## src/rtl/ddr_wr_arbiter.sv

```systemverilog
// ddr_wr_arbiter
//
// Round-robin arbiter that shares one DDR write engine (mbus write channel)
// between NUM_CH frame writers. One eligible writer (wrq & wready) is granted
// per burst. Its address, data and handshakes are routed to the engine. After
// the burst ends, the channel stays idle for GUARD_CYCLES cycles so the writer's
// two-flop wbusy synchronizer can see the burst finish before re-arbitration.
//
// Ports
//   i_axi_aclk       clock for all logic
//   i_rst            synchronous, active-high reset
//   i_ch_wrq         per-channel write request
//   i_ch_wready      per-channel data ready
//   i_ch_waddr       packed per-channel addresses, channel 0 in the LSBs
//   i_ch_wdata       packed per-channel write data, channel 0 in the LSBs
//   o_ch_wsel        one-hot grant to the writers (REQ/BUSY)
//   o_ch_wdata_rq    engine data request, routed to the granted writer only
//   o_ch_wbusy       engine busy, routed to the granted writer only
//   o_mbus_wrq       write request to the engine (REQ only)
//   o_mbus_waddr     address of the granted writer (0 in IDLE)
//   o_mbus_wdata     data of the granted writer (0 in IDLE)
//   o_mbus_wready    ready of the granted writer (REQ/BUSY)
//   i_mbus_wdata_rq  engine data request
//   i_mbus_wbusy     engine busy
//   o_grant_id       index of the current or last grant
//   o_timeout        one-cycle pulse when a request is aborted by timeout

module ddr_wr_arbiter #(
  parameter int unsigned NUM_CH          = 4,
  parameter int unsigned CTRL_ADDR_WIDTH = 28,
  parameter int unsigned DATA_WIDTH      = 128,
  parameter int unsigned GUARD_CYCLES    = 3,
  parameter int unsigned TIMEOUT         = 1023
) (
  input  logic                              i_axi_aclk,
  input  logic                              i_rst,
  input  logic [NUM_CH-1:0]                 i_ch_wrq,
  input  logic [NUM_CH-1:0]                 i_ch_wready,
  input  logic [NUM_CH*CTRL_ADDR_WIDTH-1:0] i_ch_waddr,
  input  logic [NUM_CH*DATA_WIDTH-1:0]      i_ch_wdata,
  output logic [NUM_CH-1:0]                 o_ch_wsel,
  output logic [NUM_CH-1:0]                 o_ch_wdata_rq,
  output logic [NUM_CH-1:0]                 o_ch_wbusy,
  output logic                              o_mbus_wrq,
  output logic [CTRL_ADDR_WIDTH-1:0]        o_mbus_waddr,
  output logic [DATA_WIDTH-1:0]             o_mbus_wdata,
  output logic                              o_mbus_wready,
  input  logic                              i_mbus_wdata_rq,
  input  logic                              i_mbus_wbusy,
  output logic [$clog2(NUM_CH)-1:0]         o_grant_id,
  output logic                              o_timeout
);

  localparam int unsigned GW = $clog2(NUM_CH);

  typedef enum logic [1:0] {
    StIdle,
    StReq,
    StBusy,
    StGuard
  } state_e;

  state_e          state_q, state_d;
  logic [GW-1:0]   grant_q, grant_d;
  logic [GW-1:0]   last_q, last_d;
  logic [15:0]     tcnt_q;
  logic [3:0]      gcnt_q;

  logic [NUM_CH-1:0] elig;
  logic              any_elig;
  logic [GW-1:0]     pick;
  logic [GW-1:0]     cand;
  logic              tcnt_hit;
  logic              guard_done;
  logic              route_en;
  logic              sel_en;

  assign elig       = i_ch_wrq & i_ch_wready;
  // tcnt_q holds the number of REQ cycles already elapsed, so the hit fires
  // in the TIMEOUT-th REQ cycle.
  assign tcnt_hit   = (state_q == StReq) && (tcnt_q == 16'(TIMEOUT - 1));
  assign guard_done = (gcnt_q == 4'(GUARD_CYCLES - 1));
  assign o_grant_id = grant_q;

  // Round-robin search starting just after the last grant.
  always_comb begin
    any_elig = 1'b0;
    pick     = '0;
    cand     = '0;
    for (int unsigned k = 1; k <= NUM_CH; k++) begin
      cand = GW'((32'(last_q) + k) % NUM_CH);
      if (!any_elig && elig[cand]) begin
        any_elig = 1'b1;
        pick     = cand;
      end
    end
  end

  // State register
  always_ff @(posedge i_axi_aclk) begin
    if (i_rst) begin
      state_q <= StIdle;
      grant_q <= '0;
      last_q  <= GW'(NUM_CH - 1);
    end else begin
      state_q <= state_d;
      grant_q <= grant_d;
      last_q  <= last_d;
    end
  end

  // Timeout and guard counters clear whenever their state is not active, so
  // they start from zero on every state entry.
  always_ff @(posedge i_axi_aclk) begin
    if (i_rst) begin
      tcnt_q <= '0;
      gcnt_q <= '0;
    end else begin
      tcnt_q <= (state_q == StReq) ? tcnt_q + 16'd1 : 16'd0;
      gcnt_q <= (state_q == StGuard) ? gcnt_q + 4'd1 : 4'd0;
    end
  end

  // Next-state logic
  always_comb begin
    state_d = state_q;
    grant_d = grant_q;
    last_d  = last_q;
    unique case (state_q)
      StIdle: begin
        if (any_elig) begin
          grant_d = pick;
          last_d  = pick;
          state_d = StReq;
        end
      end
      StReq: begin
        // Busy wins over a same-cycle timeout: the burst has started.
        if (i_mbus_wbusy) begin
          state_d = StBusy;
        end else if (tcnt_hit) begin
          state_d = StGuard;
        end
      end
      StBusy: begin
        if (!i_mbus_wbusy) begin
          state_d = StGuard;
        end
      end
      StGuard: begin
        if (guard_done) begin
          state_d = StIdle;
        end
      end
      default: state_d = StIdle;
    endcase
  end

  // Output logic, decoded from the registered state and grant.
  always_comb begin
    route_en      = (state_q != StIdle);
    sel_en        = (state_q == StReq) || (state_q == StBusy);
    o_ch_wsel     = '0;
    o_ch_wdata_rq = '0;
    o_ch_wbusy    = '0;
    o_mbus_wrq    = (state_q == StReq);
    o_mbus_waddr  = '0;
    o_mbus_wdata  = '0;
    o_mbus_wready = 1'b0;
    o_timeout     = tcnt_hit && !i_mbus_wbusy;
    if (sel_en) begin
      o_ch_wsel[grant_q] = 1'b1;
      o_mbus_wready      = i_ch_wready[grant_q];
    end
    if (route_en) begin
      o_mbus_waddr           = i_ch_waddr[grant_q*CTRL_ADDR_WIDTH +: CTRL_ADDR_WIDTH];
      o_mbus_wdata           = i_ch_wdata[grant_q*DATA_WIDTH +: DATA_WIDTH];
      o_ch_wdata_rq[grant_q] = i_mbus_wdata_rq;
      o_ch_wbusy[grant_q]    = i_mbus_wbusy;
    end
  end

endmodule
```

## config.mk

```make
export PLATFORM = sky130hd
export DESIGN_NAME = ddr_wr_arbiter
export DESIGN_NICKNAME = d
export VERILOG_FILES = /design/src/rtl/ddr_wr_arbiter.sv
export SDC_FILE = /design/constraint.sdc
export NUM_CORES = 1
export LEC_CHECK = 0
export ABC_AREA = 0
export CORE_AREA = 5 5 314 316
export DETAILED_ROUTE_END_ITERATION = 6
export DIE_AREA = 0 0 319 321
export SYNTH_ARGS = -nofsm -noshare
export SYNTH_HDL_FRONTEND = slang
export SYNTH_SLANG_ARGS = --single-unit
```

## constraint.sdc

```tcl
create_clock -name i_axi_aclk -period 1.85 [get_ports i_axi_aclk]
set_clock_uncertainty 0.2 [all_clocks]
set_input_delay 0.2775 -clock i_axi_aclk [delete_from_list [all_inputs] [get_ports i_axi_aclk]]
set_output_delay 0.2775 -clock i_axi_aclk [all_outputs]
set_load 0.005 [all_outputs]
```

# Yosys cells after proc, flatten, opt, wreduce, memory -nomap -nowiden
# Cells that the tools add are included.
[totals]
regBits = 26
[op_classes]
addsub = 6
n_mul = 1
order_cmp = 6
n_eq_ne = 9
shifts = 2
n_mux = 32
bitwise = 5
n_reduce_logical = 17
[ops]
columns = ["op", "count"]
rows = [
  ["$shiftx A512 B10 Y128", 1],
  ["$mux W128", 1],
  ["$shiftx A112 B8 Y28", 1],
  ["$mux W28", 1],
  ["$mux W2", 9],
  ["$add A16 B1 Y16 const B", 1],
  ["$eq A16 B10 Y1 const B", 1],
  ["$lt A2 B3 Y1 const B", 5],
  ["$and A4 B4 Y4", 3],
  ["$mux W4", 3],
  ["$mux W1", 11],
  ["$bmux W1 S2", 5],
  ["$pmux W2 S4", 1],
  ["$logic_and A1 B1 Y1", 6],
  ["$ne A2 B2 Y1 const B", 3],
  ["$mul A2 B3 Y5 const B", 1],
  ["$add A2 B1 Y2 const B", 2],
  ["$add A2 B2 Y2 const B", 2],
  ["$add A4 B1 Y4 const B", 1],
  ["$eq A2 B2 Y1 const B", 2],
  ["$eq A4 B2 Y1 const B", 1],
  ["$logic_not A1 Y1", 4],
  ["$reduce_and A4 Y1", 1],
  ["$reduce_or A2 Y1", 2],
  ["9 further kinds", 10],
]

# Depth between registers and ports, before layout
# Gate-level depths: netlist (run 1).
[depth]
ltp_word = 15
depth_mapped = 6

# Worst setup path before layout (run 1)
# OpenSTA, ideal clock, no wires.
[synth_path]
path_type = "register -> output"
start = "register grant_q[0] (netlist: o_grant_id[0])"
end = "output port o_mbus_wdata[12]"
t_arrival_ns = 1.499
setup_slack_ns = -0.126
path_stages_with_launch = 5
path_buffers = 2
path_cell_list = "dfxtp_1 -> buf_2 -> buf_2 -> mux4_2 -> and2_1"
[synth_via]
elab_chain_len = 2
[synth_rtl]
columns = ["element", "line_no", "text"]
rows = [
  ["from (decl)", "64", "logic [GW-1:0] grant_q, grant_d;"],
  ["from (signal assigned)", "107", "grant_q <= grant_d;"],
  ["$shiftx A512 B10 Y128", "177", "o_mbus_wdata = i_ch_wdata[grant_q*DATA_WIDTH +: DATA_WIDTH];"],
  ["$mux W128", "175", "if (route_en) begin"],
  ["to (decl)", "46", "output logic [DATA_WIDTH-1:0] o_mbus_wdata,"],
]
# Every way passes these cells.

# Worst setup path after layout (run 1)
[layout_path]
start = "register grant_q[0] (netlist: o_grant_id[0])"
end = "output port o_mbus_wdata[10]"
# The elaborated chain is that of the path after synthesis.

==> results of run 1 <==
## cell families (layout without fill, tap and decap cells)
family	Yosys count	in the layout
xor+xnor	13	13
simple gates	243	243
compound gates	25	25
buf+inv	62	974
flops	26	26
fa+ha+maj	8	8
mux	158	158
other cells	0	8
## worst max path at each step
stage / endpoint / slack [ns]
floorplan: o_mbus_wdata[10] / -0.04
global placement: o_mbus_wdata[66] / -0.77
detailed placement: o_mbus_wdata[66] / -0.76
CTS: o_mbus_waddr[26] / -0.91
global route: o_mbus_wdata[121] / -0.91
finish: o_mbus_wdata[10] / -0.84
## flip-flops by register name (all words and copies together), names as in the netlist
register    cells
gcnt_q          4
last_q          2
o_grant_id      2
state_q         2
tcnt_q         16
## metal layers
metal	share of wire (%)	routed length [um]	global-route usage, %	up-vias
met3	10	8740	6.30	92
met5	0.32	269	0	-
li1	-	-	-	3959
met1	38	32600	18.1	4532
met2	50	42600	27.9	613
met4	1.0	888	0.853	40
## what timing repair did
| action | 4_1_cts | 5_1_grt |
|---|---|---|
| pin swaps | 27 | 20 |
| gates cloned | 4 | 1 |
| gates resized for setup | 355 | 138 |
| setup buffers | 31 | 20 |
| setup endpoints to repair | 179 | 180 |
## Yosys cell counts, types with 4 or more instances
master	instances
a21oi_1	6
and2_1	158
buf_1	12
buf_2	12
buf_4	12
clkbuf_1	18
dfxtp_1	26
ha_1	8
inv_1	8
mux4_2	157
nand2_1	15
nand3_1	8
nand4_1	4
nor2_1	27
nor2b_1	4
nor3_1	7
o21ai_0	5
xnor2_1	5
xor2_1	8
## worst register-to-register path, delay by kind of cell (launching register included)
kind	cells	cell delay (ns)
adder cells (fa/ha/maj)	1	0.14
flip-flops	1	0.34
AO/OA/AOI/OAI	1	0.26
AND/OR/NAND/NOR	2	0.36
buffers and inverters	3	0.36
multiplexers	1	0.22
## power groups by stage
stage	combinational [uW]	sequential [uW]	clock [uW]
final	15900	687	484
after global routing	16900	696	531
after CTS	15800	682	511
after detailed placement	14300	686	0
after global placement	14400	687	0
after floorplan	5060	671	0
## metrics by stage
| stage | total power [uW] | hold WS [ns] | setup slack (ns) | cells | cell area (um2) |
|---|---|---|---|---|---|
| final | 17100 | 0.318 | -0.841 | 2731 | 17600 |
| after global routing | 18100 | 0.342 | -0.912 | 2726 | 17600 |
| after CTS | 17000 | 0.304 | -0.907 | 2713 | 17300 |
| after detailed placement | 15000 | 0.294 | -0.762 | 2674 | 16500 |
| after global placement | 15000 | 0.290 | -0.766 | 2674 | 16500 |
| after floorplan | 5730 | 0.157 | -0.0439 | 535 | 6210 |
## layout by cell type (no fill, tap or decap), types with 3 or more instances in the layout
| cell type | n |
|---|---|
| clkdlybuf4s50_1 | 669 |
| nand2_1 | 13 |
| clkdlybuf4s15_1 | 12 |
| and2_4 | 82 |
| ha_4 | 3 |
| or3_1 | 3 |
| o21ai_0 | 5 |
| xor2_1 | 8 |
| buf_4 | 131 |
| buf_2 | 16 |
| xnor2_1 | 5 |
| nor2_1 | 27 |
| dlygate4sd2_1 | 11 |
| a21oi_1 | 6 |
| and2_1 | 74 |
| nor3_1 | 5 |
| clkbuf_2 | 17 |
| dfxtp_1 | 20 |
| ha_1 | 5 |
| inv_1 | 4 |
| mux4_2 | 157 |
| nand3_1 | 8 |
| nor2b_1 | 4 |
| nand4_1 | 4 |
| buf_6 | 55 |
| clkbuf_16 | 4 |
| buf_12 | 29 |
| dfxtp_2 | 4 |
| and4_1 | 3 |
| buf_8 | 16 |
| diode_2 | 8 |
## area by class of cell
| type | instances | area, um2 | share of cell area [%] |
|---|---|---|---|
| Timing Repair Buffer | 962 | 9640 | 54.9 |
| Multi-Input combinational cell | 447 | 5660 | 32.2 |
| Tap cell | 1276 | 1600 | 9.09 |
| Sequential cell | 26 | 533 | 3.03 |
| Clock buffer | 4 | 78.8 | 0.449 |
| Inverter | 8 | 45.0 | 0.256 |
| Antenna cell | 8 | 20.0 | 0.114 |
==> results.ini, run 1 <==
[power]
p_comb_share_pct = 93.2
p_leak_uw = 0.00634
ir_worst_vdd_mv = 0.426
power.share.clock_pct = 2.8
seqPwrFrac_pct = 4.0
switching_share_pct = 41.6
p_switching_uw = 7120
powerDensity_nw_per_um2 = 975
internal-power_uw = 10000

[worst_hold_path]
min_to = tcnt_q[14]
hold_path.class = flop to flop
worstHoldStart = tcnt_q[14]
holdPathStages = 2

[logic_synthesis]
syn_area_um2 = 6180
synthXorXnorAreaFrac_pct = 1.84
synth_top_flop_cell = dfxtp_1
ys_warn_count = 0
async_reset_ff_share_pct = 0
netlist-cell-type-count = 46
synth_top_family_by_area = multiplexers
syn_avg_cell_area_um2 = 11.5
synth_edf_count = 0
synth_top_cell_by_area = mux4_2
syn-num-nets = 1179
synth_mux_area_share_pct = 57.4
yosysTopAreaCellShare_pct = 57.2
synth_fa_ha_area_share_pct = 1.62
yosys-top-cells-area = mux4_2 57%, and2_1 16%, dfxtp_1 8.4%
ys_seq_elements = 26
synth-compound-area-share_pct = 2.90
synth-seq-area-share_pct = 8.43
postSynthCellCount = 535
synth-simple-area-share_pct = 23.1

[placement]
post-dp-hpwl_um = 78000
port_buffers = 808
gp_congestion = 0.919

[critical_path]
path_cells = buf_12, buf_4, mux4_2, and2_2, clkdlybuf4s50_1
startpoint_type = flop
crit_family = buffers and inverters
r2r-start = state_q[1]
crit_path_max_fanout = 18
worstSetupEndpointType = output pin
slowest_delay_ns = 0.48
cp.arrival_ns = 2.21
crit_required_ns = 1.37
crit_type = flop to output pin
r2r_end = state_q[1]
path_depth = 5
slowest_stage = mux4_2
r2r_cells = 8
crit_buf_inv = 3
cp-startpoint = o_grant_id[0]
ff2ff_setup_slack_ns = -0.09

[sta]
worst_slack_ns = -0.841
finalSetupViolCount = 179
report.final.slew_viol_count = 0
period_minus_slack_ns = 2.69
worst_pin_slew_ns = 0.454
max_clock_freq_mhz = 372
hold_viol_final = 0
setup_tns_ns = -104.54
maxSlewHeadroom_pct = 68.9
grt_setup_unrepaired = true
finalCritPeriodShare_pct = 145

[detailed_routing]
wl_per_cell_um = 31.1
drc = 0
firstDrtPassIters = 4
antenna_left = 0
drt-total-wl_um = 85000
drt-initial-drc-count = 418
avgViaCountPerCell = 3.38
vias = 9236

[die]
ios = 809
core_um2 = 95700
initial_core_util_pct = 6.45
die_h_um = 321
die_w_um = 319
rows = 114
die-area_um2 = 102000

[global_routing]
antenna_found_initial = 51
grt_max_degree = 50
grt_pass1_wl_um = 105000
gr-total-overflow = 0
grt_pass1_vias = 9890
grt_usage_pct = 15.4

[cells_and_area]
drive_above_1_share_pct = 37.2
post-route-util_pct = 18.4
synthToLayoutAreaGrowth_pct = 184
nets = 2092
nFillCells = 10679

[cts]
htreeDepth = 1
cts_sinks = 26
worstSkewPairLatency_ns = 0.26
cts_tree = yes
cts_root_buf = clkbuf_16
cts_made_buffers = 3
clockBufferDepth = 2
cts_hold_buf = 0
clkSlewWorstSetupHoldPaths_ns = 0.06

[flow_run]
drv_cap = 0

[run_status]
violations = negative setup slack
status = finished, violations left

No activity file was read; power rests on OpenSTA's default activity.
==> run 2: changes to the inputs <==
--- a/config.mk
+++ b/config.mk
@@ -9,6 +9,7 @@
 export CORE_AREA = 5 5 314 316
 export DETAILED_ROUTE_END_ITERATION = 6
 export DIE_AREA = 0 0 319 321
+export HOLD_SLACK_MARGIN = 0.12
 export SYNTH_ARGS = -nofsm -noshare
 export SYNTH_HDL_FRONTEND = slang
 export SYNTH_SLANG_ARGS = --single-unit
==> results of run 2 <==
No change in the layout: final DEF, timing and power equal those of run 1.
==> run 3: changes to the inputs <==
--- a/config.mk
+++ b/config.mk
@@ -6,9 +6,9 @@
 export NUM_CORES = 1
 export LEC_CHECK = 0
 export ABC_AREA = 0
-export CORE_AREA = 5 5 314 316
+export CORE_AREA = 4 4 313 315
 export DETAILED_ROUTE_END_ITERATION = 6
-export DIE_AREA = 0 0 319 321
+export DIE_AREA = 0 0 317 319
 export HOLD_SLACK_MARGIN = 0.12
 export SYNTH_ARGS = -nofsm -noshare
 export SYNTH_HDL_FRONTEND = slang
==> run 3 against run 2 <==
Effect of this change: the flow still finishes with violations (negative setup slack); setup slack better by 0.029 ns; critical path depth is 3 higher; power is 5.6% higher; first-iteration DRC count is 25% higher; sequential power is 3.8% higher; wire length is 0.66% lower; flip-flop and latch count stayed put; hold slack worse by 0.0017 ns; largest power group unchanged.
==> results.ini, run 3 (synthesis results as in run 1) <==
[cts]
clkSlewWorstSetupHoldPaths_ns = 0.07  ; was 0.06 ns
cts_tree = yes  ; unchanged
worstSkewPairLatency_ns = 0.26  ; about the same
cts_sinks = 26  ; unchanged
htreeDepth = 1  ; unchanged
clockBufferDepth = 2  ; unchanged
cts_hold_buf = 0  ; unchanged
cts_root_buf = clkbuf_16  ; unchanged
cts_made_buffers = 3  ; unchanged

[sta]
whs_ns = 0.316  ; was 0.318 ns
worst_slack_ns = -0.812  ; was -0.841 ns
max_clock_freq_mhz = 376  ; was 372 MHz
hold_viol_final = 0  ; unchanged
maxSlewHeadroom_pct = 75.4  ; was 68.9%
finalSetupViolCount = 176  ; was 179
finalCritPeriodShare_pct = 144  ; was 145%
setup_tns_ns = -96.88  ; was -104.54 ns
report.final.slew_viol_count = 0  ; unchanged
worst_pin_slew_ns = 0.360  ; was 0.454 ns
period_minus_slack_ns = 2.66  ; was 2.69 ns
grt_setup_unrepaired = true  ; unchanged

[power]
powerDensity_nw_per_um2 = 996  ; was 975 nW/um2
p_leak_uw = 0.00695  ; was 0.00634 uW
ir_worst_vdd_mv = 0.443  ; was 0.426 mV
power_uw = 18100  ; was 17,100 uW

[critical_path]
cp.arrival_ns = 2.18  ; was 2.21 ns
startpoint_type = flop  ; unchanged
worstSetupEndpointType = output pin  ; unchanged
crit_required_ns = 1.37  ; about the same
crit_type = flop to output pin  ; unchanged
ff2ff_setup_slack_ns = -0.22  ; was -0.09 ns
crit_path_max_fanout = 6  ; was 18

[cells_and_area]
largest_register = tcnt_q  ; unchanged
synthToLayoutAreaGrowth_pct = 194  ; was 184%
final_common_cell = clkdlybuf4s50_1  ; unchanged
nets = 2114  ; was 2,092
top_regs = tcnt_q: 16 flops, gcnt_q: 4 flops  ; unchanged
final_cell_mix = 645 x clkdlybuf4s50_1, 157 x mux4_2, 121 x and2_4, 120 x buf_6, 97 x buf_4  ; was 669 x clkdlybuf4s50_1, 157 x mux4_2, 131 x buf_4, 82 x and2_4, 74 x and2_1
final_cells = 2754  ; was 2,731
drive_above_1_share_pct = 41.9  ; was 37.2%
largest_register_ffs = 16  ; unchanged

[global_routing]
gr-total-overflow = 0  ; unchanged
grt_max_degree = 44  ; was 50
grt_usage_pct = 15.4  ; about the same
grt_pass1_vias = 9712  ; was 9,890
grt_pass1_wl_um = 101000  ; was 105,000 um
antenna_found_initial = 69  ; was 51

[detailed_routing]
drc = 0  ; unchanged
avgViaCountPerCell = 3.42  ; was 3.38
vias = 9417  ; was 9,236
drt-total-wl_um = 84500  ; was 85,000 um
firstDrtPassIters = 6  ; was 4
antenna_left = 0  ; unchanged
wl_per_cell_um = 30.7  ; was 31.1 um
drt-initial-drc-count = 521  ; was 418

[die]
die_w_um = 317  ; was 319 um
die_h_um = 319  ; was 321 um
die-area_um2 = 101000  ; was 102,000 um2
initial_core_util_pct = 6.51  ; was 6.45%
rows = 113  ; was 114
ios = 809  ; unchanged
core_um2 = 94900  ; was 95,700 um2

[placement]
port_buffers = 808  ; unchanged
gp_congestion = 0.927  ; was 0.919
post-place-cells = 2643  ; was 2,674
post-dp-hpwl_um = 76600  ; was 78,000 um

[worst_hold_path]
hold_path.class = flop to flop  ; unchanged

[run_status]
status = finished, violations left  ; unchanged
violations = negative setup slack  ; unchanged

[flow_run]
drv_cap = 0  ; unchanged

==> run 3: changes by cell type in the layout (fill, tap and decap cells not counted), sizes merged, moves of 6 or more <==
cell	before	now
buf	249	274
dlygate4sd2	11	5
clkdlybuf4s15	13	2
dlymetal6s2s	1	25
clkdlybuf4s50	669	645
diode	8	20
clkbuf	22	37
==> run 3: power by group <==
part	switching (uW)	leakage [uW]	total [uW]	internal, uW
clock	209	0.0000494	585	376
sequential	87.2	0.000214	713	626
combinational	7070	0.00669	16800	9700
total	7370	0.00695	18100	10700
==> run 3: final timing paths <==
check / start / to / depth (start not counted)
setup / recovery: o_grant_id[0] / o_mbus_wdata[55] / 8
hold / removal: gcnt_q[3] / gcnt_q[3] / 2
setup reg to reg: state_q[0] / state_q[1] / 9
hold reg to reg: gcnt_q[3] / gcnt_q[3] / 2
==> run 3: worst max-delay path, stage by stage (launching register included) <==
cell and delay, ns:
dfxtp_4 0.42, buf_12 0.16, buf_12 0.12, buf_12 0.10, buf_6 0.09, buf_6 0.08
mux4_2 0.60, and2_4 0.19, buf_6 0.13
==> run 3: stage by stage <==
stage               cell area, um2  util (%)  setup WS (ns)
finish                       18100      19.1         -0.812
global route                 18100      19.1         -0.836
CTS                          16900      17.8         -0.921
detailed placement           16400      17.3         -0.716
global placement             16400      17.3         -0.717
floorplan                     6210         -        -0.0439
==> run 3: final cells by class <==
type	count	area [um2]
Timing Repair Buffer	984	10100
Tap cell	1265	1580
Antenna cell	20	50.0
Inverter	8	37.5
Multi-Input combinational cell	447	5730
Fill cell	10493	76700
Clock buffer	4	100
Sequential cell	26	533
==> run 3: repair_timing <==
item	4_1_cts	5_1_grt
setup buffers	29	58
pin swaps	11	45
cloned	3	6
setup endpoints to repair	179	180
gates resized for setup	238	374
endpoints found under the hold margin	0	0
==> run 3: routing by layer <==
layer  global-route usage [%]  share of wire [%]  vias up
li1                         -                  -     4015
met1                     17.2                 36     4609
met2                     28.4                 50      635
met3                     5.94                 11      112
met4                     1.55                1.9       46
met5                        0               0.35        -
